==> src/rtl/axis_tsc_capture.sv <==
// Event timestamp capture for a free-running AXI4-Stream counter.
// Each rising edge of trg_flag stores the counter word seen in the same
// cycle into a first-word-fall-through FIFO that drains on an AXI4-Stream
// master port. Events that cannot be stored are counted in lost_cntr.
//
// Ports:
//   aclk, aresetn   clock, synchronous active-low reset
//   trg_flag        event level; a rising edge is one event
//   s_axis_*        counter stream in (tready tied high)
//   m_axis_*        captured stamps out, zero-extended from CNTR_WIDTH
//   fifo_count      stored stamps, 0..2^FIFO_ADDR_WIDTH
//   lost_cntr       dropped events, saturating
module axis_tsc_capture #(
   parameter int unsigned AXIS_TDATA_WIDTH = 64,
   parameter int unsigned CNTR_WIDTH       = 48,
   parameter int unsigned FIFO_ADDR_WIDTH  = 4,
   parameter int unsigned LOST_WIDTH       = 32
) (
   input  logic                        aclk,
   input  logic                        aresetn,
   input  logic                        trg_flag,
   input  logic [AXIS_TDATA_WIDTH-1:0] s_axis_tdata,
   input  logic                        s_axis_tvalid,
   output logic                        s_axis_tready,
   output logic [AXIS_TDATA_WIDTH-1:0] m_axis_tdata,
   output logic                        m_axis_tvalid,
   input  logic                        m_axis_tready,
   output logic [FIFO_ADDR_WIDTH:0]    fifo_count,
   output logic [LOST_WIDTH-1:0]       lost_cntr
);

   localparam int unsigned DEPTH    = 2 ** FIFO_ADDR_WIDTH;
   localparam int unsigned CNT_W    = FIFO_ADDR_WIDTH + 1;
   localparam logic [FIFO_ADDR_WIDTH-1:0] PTR_ONE  = FIFO_ADDR_WIDTH'(1);
   localparam logic [CNT_W-1:0]           CNT_ONE  = CNT_W'(1);
   localparam logic [CNT_W-1:0]           CNT_FULL = CNT_W'(DEPTH);
   localparam logic [LOST_WIDTH-1:0]      LOST_ONE = LOST_WIDTH'(1);

   logic                       trg_reg;
   logic                       ts_valid;
   logic [CNTR_WIDTH-1:0]      ts_reg;
   logic [CNTR_WIDTH-1:0]      mem [DEPTH];
   logic [FIFO_ADDR_WIDTH-1:0] wr_ptr;
   logic [FIFO_ADDR_WIDTH-1:0] rd_ptr;

   logic                  event_c;
   logic                  pop_c;
   logic                  push_c;
   logic                  drop_c;
   logic [CNTR_WIDTH-1:0] stamp_c;
   logic [CNT_W-1:0]      count_nxt_c;

   assign s_axis_tready = 1'b1;

   // Head of the FIFO is always presented (first-word-fall-through).
   assign m_axis_tdata = AXIS_TDATA_WIDTH'(mem[rd_ptr]);

   // Counter bits above CNTR_WIDTH carry no timing information.
   if (AXIS_TDATA_WIDTH > CNTR_WIDTH) begin : g_pad
      logic unused_upper;
      assign unused_upper = ^s_axis_tdata[AXIS_TDATA_WIDTH-1:CNTR_WIDTH];
   end

   // Event qualification and FIFO occupancy update.
   always_comb begin
      event_c     = 1'b0;
      pop_c       = 1'b0;
      push_c      = 1'b0;
      drop_c      = 1'b0;
      stamp_c     = ts_reg;
      count_nxt_c = fifo_count;

      event_c = trg_flag & ~trg_reg;
      pop_c   = m_axis_tvalid & m_axis_tready;
      // Zero skew: use the word arriving in the edge cycle when there is one.
      if (s_axis_tvalid) begin
         stamp_c = s_axis_tdata[CNTR_WIDTH-1:0];
      end
      // A full FIFO still takes the event if the head leaves in the same cycle.
      push_c = event_c & (ts_valid | s_axis_tvalid) & ((fifo_count != CNT_FULL) | pop_c);
      drop_c = event_c & ~push_c;

      case ({push_c, pop_c})
         2'b10:   count_nxt_c = fifo_count + CNT_ONE;
         2'b01:   count_nxt_c = fifo_count - CNT_ONE;
         default: count_nxt_c = fifo_count;
      endcase
   end

   // Control state, pointers and status counters.
   always_ff @(posedge aclk) begin
      if (!aresetn) begin
         trg_reg       <= 1'b1;
         ts_valid      <= 1'b0;
         ts_reg        <= '0;
         wr_ptr        <= '0;
         rd_ptr        <= '0;
         fifo_count    <= '0;
         m_axis_tvalid <= 1'b0;
         lost_cntr     <= '0;
      end else begin
         trg_reg <= trg_flag;
         if (s_axis_tvalid) begin
            ts_reg   <= s_axis_tdata[CNTR_WIDTH-1:0];
            ts_valid <= 1'b1;
         end
         if (push_c) begin
            wr_ptr <= wr_ptr + PTR_ONE;
         end
         if (pop_c) begin
            rd_ptr <= rd_ptr + PTR_ONE;
         end
         fifo_count    <= count_nxt_c;
         m_axis_tvalid <= (count_nxt_c != '0);
         if (drop_c && (lost_cntr != '1)) begin
            lost_cntr <= lost_cntr + LOST_ONE;
         end
      end
   end

   // Stamp storage; contents need no reset.
   always_ff @(posedge aclk) begin
      if (push_c) begin
         mem[wr_ptr] <= stamp_c;
      end
   end

endmodule

==> config.mk <==
export PLATFORM = sky130hd
export DESIGN_NAME = axis_tsc_capture
export DESIGN_NICKNAME = d
export VERILOG_FILES = /design/src/rtl/axis_tsc_capture.sv
export SDC_FILE = /design/constraint.sdc
export NUM_CORES = 1
export LEC_CHECK = 0
export CAP_MARGIN = 20
export CORE_MARGIN = 4
export CORE_UTILIZATION = 62
export CTS_BUF_LIST = sky130_fd_sc_hd__clkbuf_4 sky130_fd_sc_hd__clkbuf_8
export DETAILED_ROUTE_END_ITERATION = 12
export PLACE_DENSITY = 0.82
export SETUP_SLACK_MARGIN = 0.5
export SYNTH_ARGS = -nofsm -noshare
export SYNTH_HDL_FRONTEND = slang
export SYNTH_SLANG_ARGS = --single-unit
export TNS_END_PERCENT = 50
==> constraint.sdc <==
create_clock -name aclk -period 6.1 [get_ports aclk]
set_clock_uncertainty 0.15 [all_clocks]
set_input_delay 0.61 -clock aclk [delete_from_list [all_inputs] [get_ports aclk]]
set_output_delay 0.61 -clock aclk [all_outputs]
set_load 0.01 [all_outputs]
==> results.py <==
metrics = {
    "power": {
        "total_leakage_power_nw": 12.2,
        "p_sw_mw": 2.76,
        "combPwrFrac_pct": 9.4,
        "seqPwrFrac_pct": 52.6,
        "p_clk_share_pct": 38.0,
        "vdd_drop_max_mv": 0.225,
        "switching_share_pct": 22.0,
        "power_density_mw_per_mm2": 326,
        "internal-power_mw": 9.81,
    },
    "cts": {
        "clkSinkCount": 868,
        "cts-root-buf": "clkbuf_8",
        "cts_tree": "done",
        "post_cts_buffers": 0,
        "clock_path_buffers": 3,
        "cts_resized": 0,
        "cts.clk_slew.worst_paths_ns": 0.06,
        "cts_buffers": 136,
        "clkLatencyLatePin_ns": 0.77,
        "hold_buffers": 1,
        "cts.htree.levels": 4,
    },
    "sta": {
        "hold_viol_final": 0,
        "drv_slew": 0,
        "slew_headroom_pct": 26.4,
        "period_minus_slack_ns": 4.53,
        "clock.fmax_mhz": 221,
        "holdWs_ns": 0.289,
        "tns_ns": 0,
        "finalSetupViolCount": 0,
        "grt_setup_unrepaired": "false",
        "tightestPinTransition_ns": 1.10,
        "min_period_over_period_pct": 74.3,
    },
    "place": {
        "gp_congestion": 0.811,
        "placed_area_mm2": 0.0358,
        "port-buffer-count": 138,
        "hpwl_mm": 38.1,
    },
    "synthesis": {
        "synthTopCellsByCount": "edfxtp_1 (768), mux4_2 (240), dfxtp_1 (100)",
        "synth_largest_area_cell": "edfxtp_1",
        "netlist_area_mm2": 0.0334,
        "synth_area_leaders": "edfxtp_1 (69%), mux4_2 (16%), dfxtp_1 (6.0%)",
        "synth_top_cell_area_share_pct": 69.1,
        "synthDistinctLibCells": 52,
        "ys_async_sr_fraction_pct": 0,
        "synth-seq-area-share_pct": 75.1,
        "synth.most_common_cell": "edfxtp_1",
        "ys.warnings.count": 0,
        "ys_ff_latch": 868,
        "synth_cells": 1542,
        "synth_edf_count": 768,
        "avgSynthCellArea_um2": 21.6,
        "yosys_most_used_dff": "edfxtp_1",
    },
    "floorplan": {
        "start_util_pct": 63.1,
        "io_pins": 172,
        "die_area_mm2": 0.0576,
        "rows": 84,
        "die_w_um": 240,
        "die_height_um": 240,
        "core_region_area_mm2": 0.0529,
    },
    "critical_path": {
        "path_cells": "buf_4, mux4_2, mux4_2, clkdlybuf4s50_1",
        "reg2reg_slack_ns": 2.56,
        "path_buf_inv": 2,
        "crit_cells": 4,
        "start_kind": "register",
        "path_common_cell": "mux4_2",
        "crit_arrival_ns": 3.77,
        "path_delay_family": "multiplexers",
        "cp_max_fo": 35,
        "crit_end": "m_axis_tdata[2]",
        "crit_path_max_incr_delay_ns": 0.84,
        "crit_slowest_cell": "dfxtp_4",
        "r2r_start": "trg_reg",
        "worst-r2r-cell-count": 6,
        "r2r-end": "mem[3][12]",
        "critical_path_class": "register to output pin",
        "cp.required_ns": 5.34,
        "cp-end-kind": "output pin",
    },
    "global_route": {
        "grt_pass1_wl_mm": 107,
        "grt_usage_pct": 25.3,
        "grt_start_max_net_pins": 109,
        "grt_remaining_overflow": 0,
        "first_global_vias": 17200,
        "antenna_found_initial": 3,
    },
    "finish": {
        "synthToLayoutAreaGrowth_pct": 15.5,
        "fin_area_mm2": 0.0385,
        "n_fill_cell": 2856,
        "largest_reg_flops": 768,
        "nets": 1855,
        "drive_above_1_share_pct": 31.0,
    },
    "detailed_routing": {
        "first_pass_iters": 5,
        "via_per_inst": 6.33,
        "avgRoutedWirePerCell_um": 27.7,
        "drc": 0,
        "vias": 16300,
        "drt_iter0_drc": 1972,
        "ant_nets": 0,
        "drt-total-wl_mm": 71.2,
    },
    "min_path": {
        "min_path_type": "primary input to register",
    },
    "outcome": {
        "status": "completed",
    },
    "flow_run": {
        "max_cap_viol_count": 0,
    },
}
[area by class of cell]
class	count	area [µm²]	area share, %
Timing Repair Buffer	172	1860	4.84
Tap cell	688	861	2.23
Multi-Input combinational cell	592	8030	20.8
Inverter	6	22.5	0.0584
Antenna cell	1	2.50	0.00649
Clock inverter	38	224	0.581
Clock buffer	206	2470	6.40
Sequential cell	868	25100	65.1
[kinds of logic (layout without fill, tap and decap cells)]
kind of cell | count (synthesis) | after routing | share of synthesized area (%)
compound gates | 32 | 32 | 0.743
xor+xnor | 32 | 32 | 0.840
fa+ha+maj | 10 | 10 | 0.398
buf+inv | 97 | 422 | 1.36
flops | 868 | 868 | 75.1
mux | 291 | 291 | 17.9
other cells | 2 | 18 | 0.0225
simple gates | 210 | 210 | 3.61
[layout by cell type (no fill, tap or decap), types with 6 or more instances in the layout]
cell type          n
dfxtp_1           96
nand3_1           18
nand2b_1          12
nand4_1           17
clkinv_2          11
clkbuf_4          59
clkbuf_8         147
buf_4             16
nand2_1           26
clkinv_1          16
nor2_1             8
mux2_2            48
conb_1            17
edfxtp_1         768
and2_1            84
nor2_4            12
inv_1              6
nor3_1             7
ha_1               9
mux4_2           240
clkinvlp_4         9
buf_12            17
xnor2_1           28
clkdlybuf4s50_1  136
[power groups by stage]
stage / Sequential, mW / Combinational (mW) / Clock (mW)
2_1_floorplan: 6.70 / 0.845 / 0
3_3_place_gp: 6.74 / 1.15 / 0
3_5_place_dp: 6.75 / 1.18 / 0
4_1_cts: 6.62 / 1.19 / 4.86
5_1_grt: 6.62 / 1.27 / 5.16
6_report: 6.61 / 1.18 / 4.78
[how the worst min path moves through the flow]
stage              start  endpoint  slack [ns]  depth (start not counted)
4_1_cts         trg_flag   trg_reg        0.23                          2
2_1_floorplan   ts_valid  ts_valid        0.33                          2
3_3_place_gp   rd_ptr[1]  register        0.35                          2
5_1_grt         trg_flag   trg_reg        0.25                          2
3_5_place_dp   rd_ptr[1]  register        0.36                          2
6_report        trg_flag   trg_reg        0.29                          2
[worst register-to-register path, cell delays in order, from the launching register on]
cell and delay [ns]:
dfxtp_1 0.29, nand2b_1 0.31, nor2_2 0.39, and2_1 0.40
nand2_1 0.36, nor3_4 0.46, buf_4 0.75
[layer usage]
layer  part of all wire [%]  up-vias  global-route usage (%)
li1                       -     6816                       -
met5                      0        -                       0
met1                     38     8518                    35.2
met2                     51      825                    41.3
met3                    8.1      124                    5.62
met4                    2.0        0                    7.56
[per-stage QoR]
stage,setup WS [ns],instances,utilization (%),total power [mW]
6_report,1.57,2571,72.9,12.6
5_1_grt,1.32,2571,72.9,13.0
4_1_cts,1.37,2568,72.8,12.7
3_5_place_dp,1.87,2323,67.7,7.93
3_3_place_gp,1.92,2323,67.7,7.89
2_1_floorplan,0.482,1557,-,7.54
Note: power is estimated with default switching activity, not from simulation.
